===== src/rtl/ar_id_remap_queue.sv =====
// Purpose: buffers AXI AR requests, swaps ARID for an allocator-issued unique ID, forwards them in order.
// Latency: 2 cycles minimum from s_ar push to m_ar valid (push -> alloc_req -> output register).
// Backpressure: s_ar_ready drops when the queue is full; allocator grants stall while the 2-entry output buffer is full.
module ar_id_remap_queue #(
    parameter int ID_WIDTH   = 4,
    parameter int UID_WIDTH  = 8,
    parameter int ADDR_WIDTH = 32,
    parameter int LEN_WIDTH  = 8,
    parameter int DEPTH      = 4,
    parameter int REMAP_EN   = 1
) (
    input  logic                         clk,
    input  logic                         rst,
    // AR channel from the master
    input  logic                         s_ar_valid,
    output logic                         s_ar_ready,
    input  logic [ID_WIDTH-1:0]          s_ar_id,
    input  logic [ADDR_WIDTH-1:0]        s_ar_addr,
    input  logic [LEN_WIDTH-1:0]         s_ar_len,
    input  logic [2:0]                   s_ar_size,
    input  logic [1:0]                   s_ar_burst,
    // AR channel to the slave
    output logic                         m_ar_valid,
    input  logic                         m_ar_ready,
    output logic [UID_WIDTH-1:0]         m_ar_id,
    output logic [ADDR_WIDTH-1:0]        m_ar_addr,
    output logic [LEN_WIDTH-1:0]         m_ar_len,
    output logic [2:0]                   m_ar_size,
    output logic [1:0]                   m_ar_burst,
    // unique-ID allocator
    output logic                         alloc_req,
    output logic [ID_WIDTH-1:0]          alloc_in_id,
    input  logic                         alloc_gnt,
    input  logic [UID_WIDTH-1:0]         unique_id,
    output logic [$clog2(DEPTH+1)-1:0]   occupancy
);

    localparam int PTR_W = (DEPTH > 1) ? $clog2(DEPTH) : 1;
    localparam int CNT_W = $clog2(DEPTH + 1);
    localparam bit REMAP = (REMAP_EN != 0);

    // input queue storage
    logic [ID_WIDTH-1:0]   q_id    [DEPTH];
    logic [ADDR_WIDTH-1:0] q_addr  [DEPTH];
    logic [LEN_WIDTH-1:0]  q_len   [DEPTH];
    logic [2:0]            q_size  [DEPTH];
    logic [1:0]            q_burst [DEPTH];

    logic [PTR_W-1:0] wr_ptr;
    logic [PTR_W-1:0] rd_ptr;
    logic [CNT_W-1:0] count;

    // output buffer storage
    logic [UID_WIDTH-1:0]  ob_id    [2];
    logic [ADDR_WIDTH-1:0] ob_addr  [2];
    logic [LEN_WIDTH-1:0]  ob_len   [2];
    logic [2:0]            ob_size  [2];
    logic [1:0]            ob_burst [2];

    logic       ob_wr;
    logic       ob_rd;
    logic [1:0] out_cnt;

    logic                 push;
    logic                 xfer_ok;
    logic                 xfer;
    logic                 out_pop;
    logic [UID_WIDTH-1:0] xfer_id;

    // Ready is held low while reset is asserted; otherwise it depends only on the registered count.
    assign s_ar_ready = rst && (count != CNT_W'(DEPTH));
    assign push       = s_ar_valid && s_ar_ready;

    // A head entry can move to the output buffer whenever there is room for it.
    assign xfer_ok = (count != '0) && (out_cnt != 2'd2);
    assign xfer    = REMAP ? (xfer_ok && alloc_gnt) : xfer_ok;

    assign alloc_req   = REMAP ? xfer_ok : 1'b0;
    assign alloc_in_id = q_id[rd_ptr];
    assign xfer_id     = REMAP ? unique_id : UID_WIDTH'(q_id[rd_ptr]);

    assign occupancy = count;

    assign m_ar_valid = (out_cnt != 2'd0);
    assign out_pop    = m_ar_valid && m_ar_ready;

    assign m_ar_id    = ob_id[ob_rd];
    assign m_ar_addr  = ob_addr[ob_rd];
    assign m_ar_len   = ob_len[ob_rd];
    assign m_ar_size  = ob_size[ob_rd];
    assign m_ar_burst = ob_burst[ob_rd];

    // Queue storage write; cleared on reset so alloc_in_id reads zero.
    always_ff @(posedge clk or negedge rst) begin
        if (!rst) begin
            for (int i = 0; i < DEPTH; i++) begin
                q_id[i]    <= '0;
                q_addr[i]  <= '0;
                q_len[i]   <= '0;
                q_size[i]  <= '0;
                q_burst[i] <= '0;
            end
        end else if (push) begin
            q_id[wr_ptr]    <= s_ar_id;
            q_addr[wr_ptr]  <= s_ar_addr;
            q_len[wr_ptr]   <= s_ar_len;
            q_size[wr_ptr]  <= s_ar_size;
            q_burst[wr_ptr] <= s_ar_burst;
        end
    end

    // Queue pointers wrap at DEPTH-1 so non-power-of-2 depths work; count tracks push/pop.
    always_ff @(posedge clk or negedge rst) begin
        if (!rst) begin
            wr_ptr <= '0;
            rd_ptr <= '0;
            count  <= '0;
        end else begin
            if (push) begin
                wr_ptr <= (wr_ptr == PTR_W'(DEPTH - 1)) ? '0 : wr_ptr + PTR_W'(1);
            end
            if (xfer) begin
                rd_ptr <= (rd_ptr == PTR_W'(DEPTH - 1)) ? '0 : rd_ptr + PTR_W'(1);
            end
            case ({push, xfer})
                2'b10:   count <= count + CNT_W'(1);
                2'b01:   count <= count - CNT_W'(1);
                default: count <= count;
            endcase
        end
    end

    // Output buffer write; the head entry moves in with its remapped (or zero-extended) ID.
    always_ff @(posedge clk or negedge rst) begin
        if (!rst) begin
            for (int i = 0; i < 2; i++) begin
                ob_id[i]    <= '0;
                ob_addr[i]  <= '0;
                ob_len[i]   <= '0;
                ob_size[i]  <= '0;
                ob_burst[i] <= '0;
            end
        end else if (xfer) begin
            ob_id[ob_wr]    <= xfer_id;
            ob_addr[ob_wr]  <= q_addr[rd_ptr];
            ob_len[ob_wr]   <= q_len[rd_ptr];
            ob_size[ob_wr]  <= q_size[rd_ptr];
            ob_burst[ob_wr] <= q_burst[rd_ptr];
        end
    end

    // Output buffer pointers and occupancy; a simultaneous write and read leaves out_cnt unchanged.
    always_ff @(posedge clk or negedge rst) begin
        if (!rst) begin
            ob_wr   <= 1'b0;
            ob_rd   <= 1'b0;
            out_cnt <= 2'd0;
        end else begin
            if (xfer) begin
                ob_wr <= ~ob_wr;
            end
            if (out_pop) begin
                ob_rd <= ~ob_rd;
            end
            case ({xfer, out_pop})
                2'b10:   out_cnt <= out_cnt + 2'd1;
                2'b01:   out_cnt <= out_cnt - 2'd1;
                default: out_cnt <= out_cnt;
            endcase
        end
    end

endmodule


===== config.mk =====
export PLATFORM = sky130hd
export DESIGN_NAME = ar_id_remap_queue
export DESIGN_NICKNAME = d
export VERILOG_FILES = /design/src/rtl/ar_id_remap_queue.sv
export SDC_FILE = /design/constraint.sdc
export NUM_CORES = 1
export LEC_CHECK = 0
export ABC_AREA = 0
export BUFFER_PORTS_ARGS = -buffer_cell sky130_fd_sc_hd__buf_2
export CAP_MARGIN = 20
export CORE_MARGIN = 8
export CORE_UTILIZATION = 55
export DETAILED_ROUTE_END_ITERATION = 8
export PLACE_DENSITY_LB_ADDON = 0.1
export SYNTH_ARGS = -nofsm -noshare
export SYNTH_HDL_FRONTEND = slang
export SYNTH_SLANG_ARGS = --single-unit

===== constraint.sdc =====
create_clock -name clk -period 6.7 [get_ports clk]
set_input_delay 0.335 -clock clk [delete_from_list [all_inputs] [get_ports clk]]
set_output_delay 0.335 -clock clk [all_outputs]
set_load 0.005 [all_outputs]

== Yosys cells after proc, flatten, opt, wreduce, memory -nomap -nowiden ==
Cells that the tools add are included.

* Output and inout port bits: 63
* Register bits after elaboration: 313
* Bits of input ports: 62

* Equal/unequal tests: 8
* Multiplexer cells: 62
* Add/subtract/negate cells: 6
* Reductions and logical operators: 11
* Magnitude comparators: 6
* Bitwise gates (word level): 6

{| class="wikitable"
|+ Operator list
! operator !! count
|-
| 2-to-1 mux 32 bit || 7
|-
| bitwise mux 128 bit || 1
|-
| 2-to-1 mux 8 bit || 10
|-
| binary-select mux 32 bit (select 2 bit) || 1
|-
| bitwise mux 64 bit || 1
|-
| demux 32 bit (select 2 bit) || 1
|-
| bitwise mux 16 bit || 3
|-
| bitwise mux 32 bit || 1
|-
| demux 32 bit (select 1 bit) || 1
|-
| 2-to-1 mux 3 bit || 7
|-
| 2-to-1 mux 2 bit || 9
|-
| binary-select mux 8 bit (select 2 bit) || 1
|-
| demux 8 bit (select 2 bit) || 1
|-
| bitwise mux 12 bit || 1
|-
| 2-to-1 mux 4 bit || 3
|-
| binary-select mux 4 bit (select 2 bit) || 1
|-
| bitwise mux 8 bit || 1
|-
| demux 4 bit (select 2 bit) || 1
|-
| demux 8 bit (select 1 bit) || 1
|-
| equality test 2 bit, second input constant || 4
|-
| logical AND 1 bit || 7
|-
| adder 2 x 1 -> 2 bit, second input constant || 3
|-
| binary-select mux 3 bit (select 2 bit) || 1
|-
| bitwise mux 6 bit || 1
|-
| 23 further kinds || 31
|}

== Logic depth before layout (Yosys ltp) ==
* Depth after elaboration: 6
* Gate-level depth with buffers: 9
* Mapped depth without buffers: 9

== Worst setup path after synthesis ==
Ideal clock, no wire load.

* Kind: register to register
* Start point: register count[0] (netlist: occupancy[0])
* End point: register count[2] (netlist: occupancy[2])
* Setup time: 79 ps
* Stages on the path, launching flop included: 10
* Path buffers: 0
* Data required time: 6621 ps
* Data arrival time: 2091 ps
* Path slack: 4529 ps
* Path through: dfrtp_1 -> or3b_4 -> and3_1 -> inv_1 -> ha_1 -> inv_1 -> fa_1 -> xor2_1 -> nor2_1 -> xor2_1

* Longest elaborated chain between the ends: 5
* Elaborated cells on any way between the ends: 12
* Those cells by class: 2 x add/sub; 3 x eq/ne; 1 x mux; 6 x reduce/logical

{| class="wikitable"
|+ Ends and longest elaborated chain
! what !! line !! text
|-
| from (decl) || 51 || <nowiki>logic [CNT_W-1:0] count;</nowiki>
|-
| from (signal assigned) || 126 || <nowiki>2'b10: count <= count + CNT_W'(1);</nowiki>
|-
| from (signal assigned) || 127 || <nowiki>2'b01: count <= count - CNT_W'(1);</nowiki>
|-
| from (signal assigned) || 128 || <nowiki>default: count <= count;</nowiki>
|-
| != test 3 bit or nonzero test 3 bit (tied branches) || 71, 75 ||
|-
| logical AND 1 bit (on tied branches) || 71, 75 ||
|-
| logical AND 1 bit (on tied branches) || 72, 76 ||
|-
| equality test 2 x 1 -> 1 bit or equality test 2 bit (tied branches) || 125 || <nowiki>case ({push, xfer})</nowiki>
|-
| one-hot mux 3 bit (2 select lines) or nonzero test 2 bit (tied branches) || - ||
|}

Several ways; a longest one is shown, not always the timed one.
A chain may end at the register's enable or synchronous reset.

== Worst setup path after layout ==
* Start point: input rst
* End point: register q_len[18] in the netlist's numbering

* Longest elaborated chain between the ends: 2

{| class="wikitable"
|+ Ends and longest elaborated chain
! what !! line !! text
|-
| from (decl) || 13 || <nowiki>input logic rst,</nowiki>
|-
| logical AND 1 bit || 71 || <nowiki>assign s_ar_ready = rst && (count != CNT_W'(DEPTH));</nowiki>
|-
| logical AND 1 bit || 72 || <nowiki>assign push = s_ar_valid && s_ar_ready;</nowiki>
|-
| to (signal, indexed assignment) || 106 || <nowiki>q_len[wr_ptr] <= s_ar_len;</nowiki>
|-
| to (decl) || 45 || <nowiki>logic [LEN_WIDTH-1:0] q_len [DEPTH];</nowiki>
|}

Every way passes these cells.

==> results.cfg <==
[power_and_ir_drop]
static-leakage-power_nw = 7.01
sw_frac_of_total_pct = 29.6
internal_power_mw = 5.90
power_switching_mw = 2.48
clockPowerShare_pct = 22.2
power_frac_comb_pct = 37.0
p_per_area_nw_per_um2 = 533
power_frac_seq_pct = 40.8
max-vdd-ir-drop_uv = 472
total_power_mw = 8.39

[worst_setup_path]
timing.critical_path.cells = dlygate4sd3_1 -> buf_8 -> nand4_4 -> buf_4 -> mux2_1
worstSetupStartpointType = input pin
critical_path.top_delay_family = buffers and inverters
worst_setup_path_end = q_len[18]
depth_of_the_most_critical_reg_to_reg_path = 9
timing.rr.start = occupancy[2]
worstReg2RegEnd = occupancy[2]
worst-path-max-fanout = 109
setup.worst_path.class = in -> reg
worst-endpoint-arrival_ps = 3250
worst_setup_path_startpoint = rst
worst_path_max_delay_cell = nand4_4
cp.depth = 5
critPathBufInv = 3
cp_data_required_time_ps = 7070
reg2reg_setup_slack_ps = 4240
cp-end-kind = flip-flop
critPathMaxStageDelay_ps = 770

[sta]
maximum_frequency_from_static_timing_analysis_mhz = 348
slew_headroom_pct = 34.0
grt_setup_unrepaired = no
setup-violations-final = 0
max_slew.worst_pin.slew_ps = 990
final-hold-violation-count = 0
clock-skew-final_ps = 25.5
shortest_period_the_worst_path_allows_ps = 2870
fin_tns_setup_ps = 0
timing_max_transition_violations_final = 0
final.period_utilization_pct = 42.9

[synthesis]
ys_top_cells_by_count = mux2_2 (316), dfrtp_1 (313), mux4_2 (49)
netlist_instances = 815
fraction_of_the_mapped_netlist_area_in_compound_gates_pct = 0
yosys.area_share.simple_pct = 1.29
ys_dominant_reg_cell = dfrtp_1
synth_top_cell_by_area = dfrtp_1
synth_top_family_by_area = multiplexers
synth_edf_count = 0
synth_most_common_cell = mux2_2
synth_adder_area_share_pct = 0.785
ys_seq_elements = 313
synth.area.top_cells = dfrtp_1 (57%), mux2_2 (26%), mux4_2 (8.1%)
synth_area_per_cell_sq_um = 16.8
synth.yosys.seq_area_share_pct = 57.2
synth.distinct_cells = 28
synth_async_sr_flop_share_pct = 100
synth_xor_area_share_pct = 0.511
synth_largest_type_area_fraction_pct = 57.2
syn_area_sq_um = 13700
number_of_warnings_issued_by_yosys = 0
mappedNetlistNets = 885
yosys-mux-area-fraction_pct = 37.9

[clock_network]
cts_resized = 0
clock_sink_count = 313
worst_setup_hold_path_clk_slew_ps = 60
cts_inserted_buffers = 35
cts-root-buf = clkbuf_16
clk_path_buf_depth = 3
cts.htree.levels = 2
cts_tree = built
clock_insertion_delay_worst_skew_ps = 500

[drt]
detail-route-antenna-nets = 0
drt-total-wl_um = 27900
detailroute.via_count = 7322
routed_via_density = 5.69
drt_first_iter_violations = 308
drt_drc_violations_left = 0
drt_pre_antenna_iters = 4
post_dr_wirelength_cell_um = 21.7

[die]
die-height_um = 174
initial_core_util_pct = 56.2
core-area_sq_um = 24400
die_width_um = 174
area_of_the_die_sq_um = 30200
io-pin-count = 125
row_count = 57

[cells_and_area]
drive_gt1_share_pct = 59.7
final_core_util_pct = 64.5
syn2layout_area_growth_pct = 14.9
finish.net_count = 1011

[min_path]
holdCritPathClass = in -> reg

[run_status]
run_status = finished clean

[placed_design]
detailed_place_hpwl_um = 17800
io_buffer_count = 124
placer_congestion_estimate = 0.732

[run]
timing.max_cap.violations = 0

[global_route]
initial_antenna_violation_count = 4
grt_pass1_vias = 8418
combined_global_route_utilization_of_all_metal_layers_pct = 18.7
grt_use_met2_pct = 32.2
groute.layer.met1.usage_pct = 23.9
grt_pass1_wl_um = 46000
grt_use_met3_pct = 3.86
overflow = 0
grt_max_degree = 110
grt_busiest_layer = met2
==> metrics by stage <==
stage | setup slack [ps] | hold WS [ps] | instance area [sq um] | std cells
after floorplan | 4530 | 39.4 | 13700 | 815
after global placement | 3960 | 418 | 14600 | 1226
after detailed placement | 3860 | 451 | 14600 | 1226
after CTS | 3780 | 62.5 | 15700 | 1284
after global routing | 3560 | 76.8 | 15700 | 1286
final | 3830 | 87.1 | 15700 | 1286
==> power by group through the flow <==
stage                     clock network, mW  registers (mW)  logic, mW
after global placement                    0            3.40       2.93
final                                  1.86            3.42       3.10
after CTS                              1.91            3.48       3.10
after floorplan                           0            3.18       2.41
after detailed placement                  0            3.51       3.07
after global routing                   1.99            3.56       3.37
==> layout make-up <==
type,count,area [sq um]
fillers,1799,8650
flip-flops and latches,313,7840
multi-input cells,447,5590
clock buffers,49,1030
repair buffers,137,751
well taps,324,405
clock inverters,8,93.8
inverters,7,26.3
diodes,1,2.50
==> worst min path at each step <==
| stage | from | to | cells past startpoint | slack, ps |
|---|---|---|---|---|
| after floorplan | rst | ob_addr[0] | 0 | 40 |
| after global placement | rst | ob_id[13] | 1 | 420 |
| after detailed placement | rst | ob_id[13] | 1 | 450 |
| after CTS | unique_id[1] | ob_id[9] | 2 | 60 |
| after global routing | s_ar_burst[0] | q_burst[6] | 2 | 80 |
| final | unique_id[7] | ob_id[15] | 2 | 90 |
==> cells in the final DEF (no fill, tap or decap), drive strengths merged <==
cell type | Yosys | routed
and2 | 2 | 2
and3 | 1 | 1
buf | 35 | 136
bufinv | 0 | 2
clkbuf | 13 | 49
clkinv | 0 | 5
dfrtp | 313 | 313
diode | 0 | 1
dlygate4sd3 | 0 | 1
fa | 1 | 1
ha | 7 | 7
inv | 7 | 8
mux2 | 359 | 359
mux2i | 1 | 1
mux4 | 49 | 49
nand2 | 1 | 1
nand2b | 1 | 1
nand3 | 1 | 1
nand4 | 4 | 4
nor2 | 5 | 5
nor2b | 1 | 1
nor3 | 2 | 2
nor4b | 1 | 1
or2 | 1 | 1
or3 | 1 | 1
or3b | 1 | 1
xnor2 | 4 | 4
xor2 | 4 | 4
==> repair_timing <==
item,in CTS,in global routing
setup endpoints to repair,0,0
hold endpoints to repair,101,0
buffers inserted,0,0
hold buffers,1,0
==> flip-flops by register name, indices dropped and copies added, names as in the netlist, 3 cells and up <==
name and count:
q_burst 8, ob_burst 4, q_len 32, q_id 16, ob_len 16, ob_size 6
ob_addr 64, occupancy 3, q_size 12, q_addr 128, ob_id 16
==> routing by layer <==
metal	wire [um]	part of all wire, %
met2	14200	51
met1	12200	44
met5	35	0.13
met4	512	1.8
met3	989	3.5
==> kinds of logic (layout without fill, tap and decap cells) <==
| kind of cell | count (synthesis) | in the layout |
|---|---|---|
| xor+xnor | 8 | 8 |
| simple gates | 22 | 22 |
| buf+inv | 55 | 201 |
| mux | 409 | 409 |
| flops | 313 | 313 |
| other cells | 0 | 1 |
| fa+ha+maj | 8 | 8 |
No activity file was read; power rests on OpenSTA's default activity.
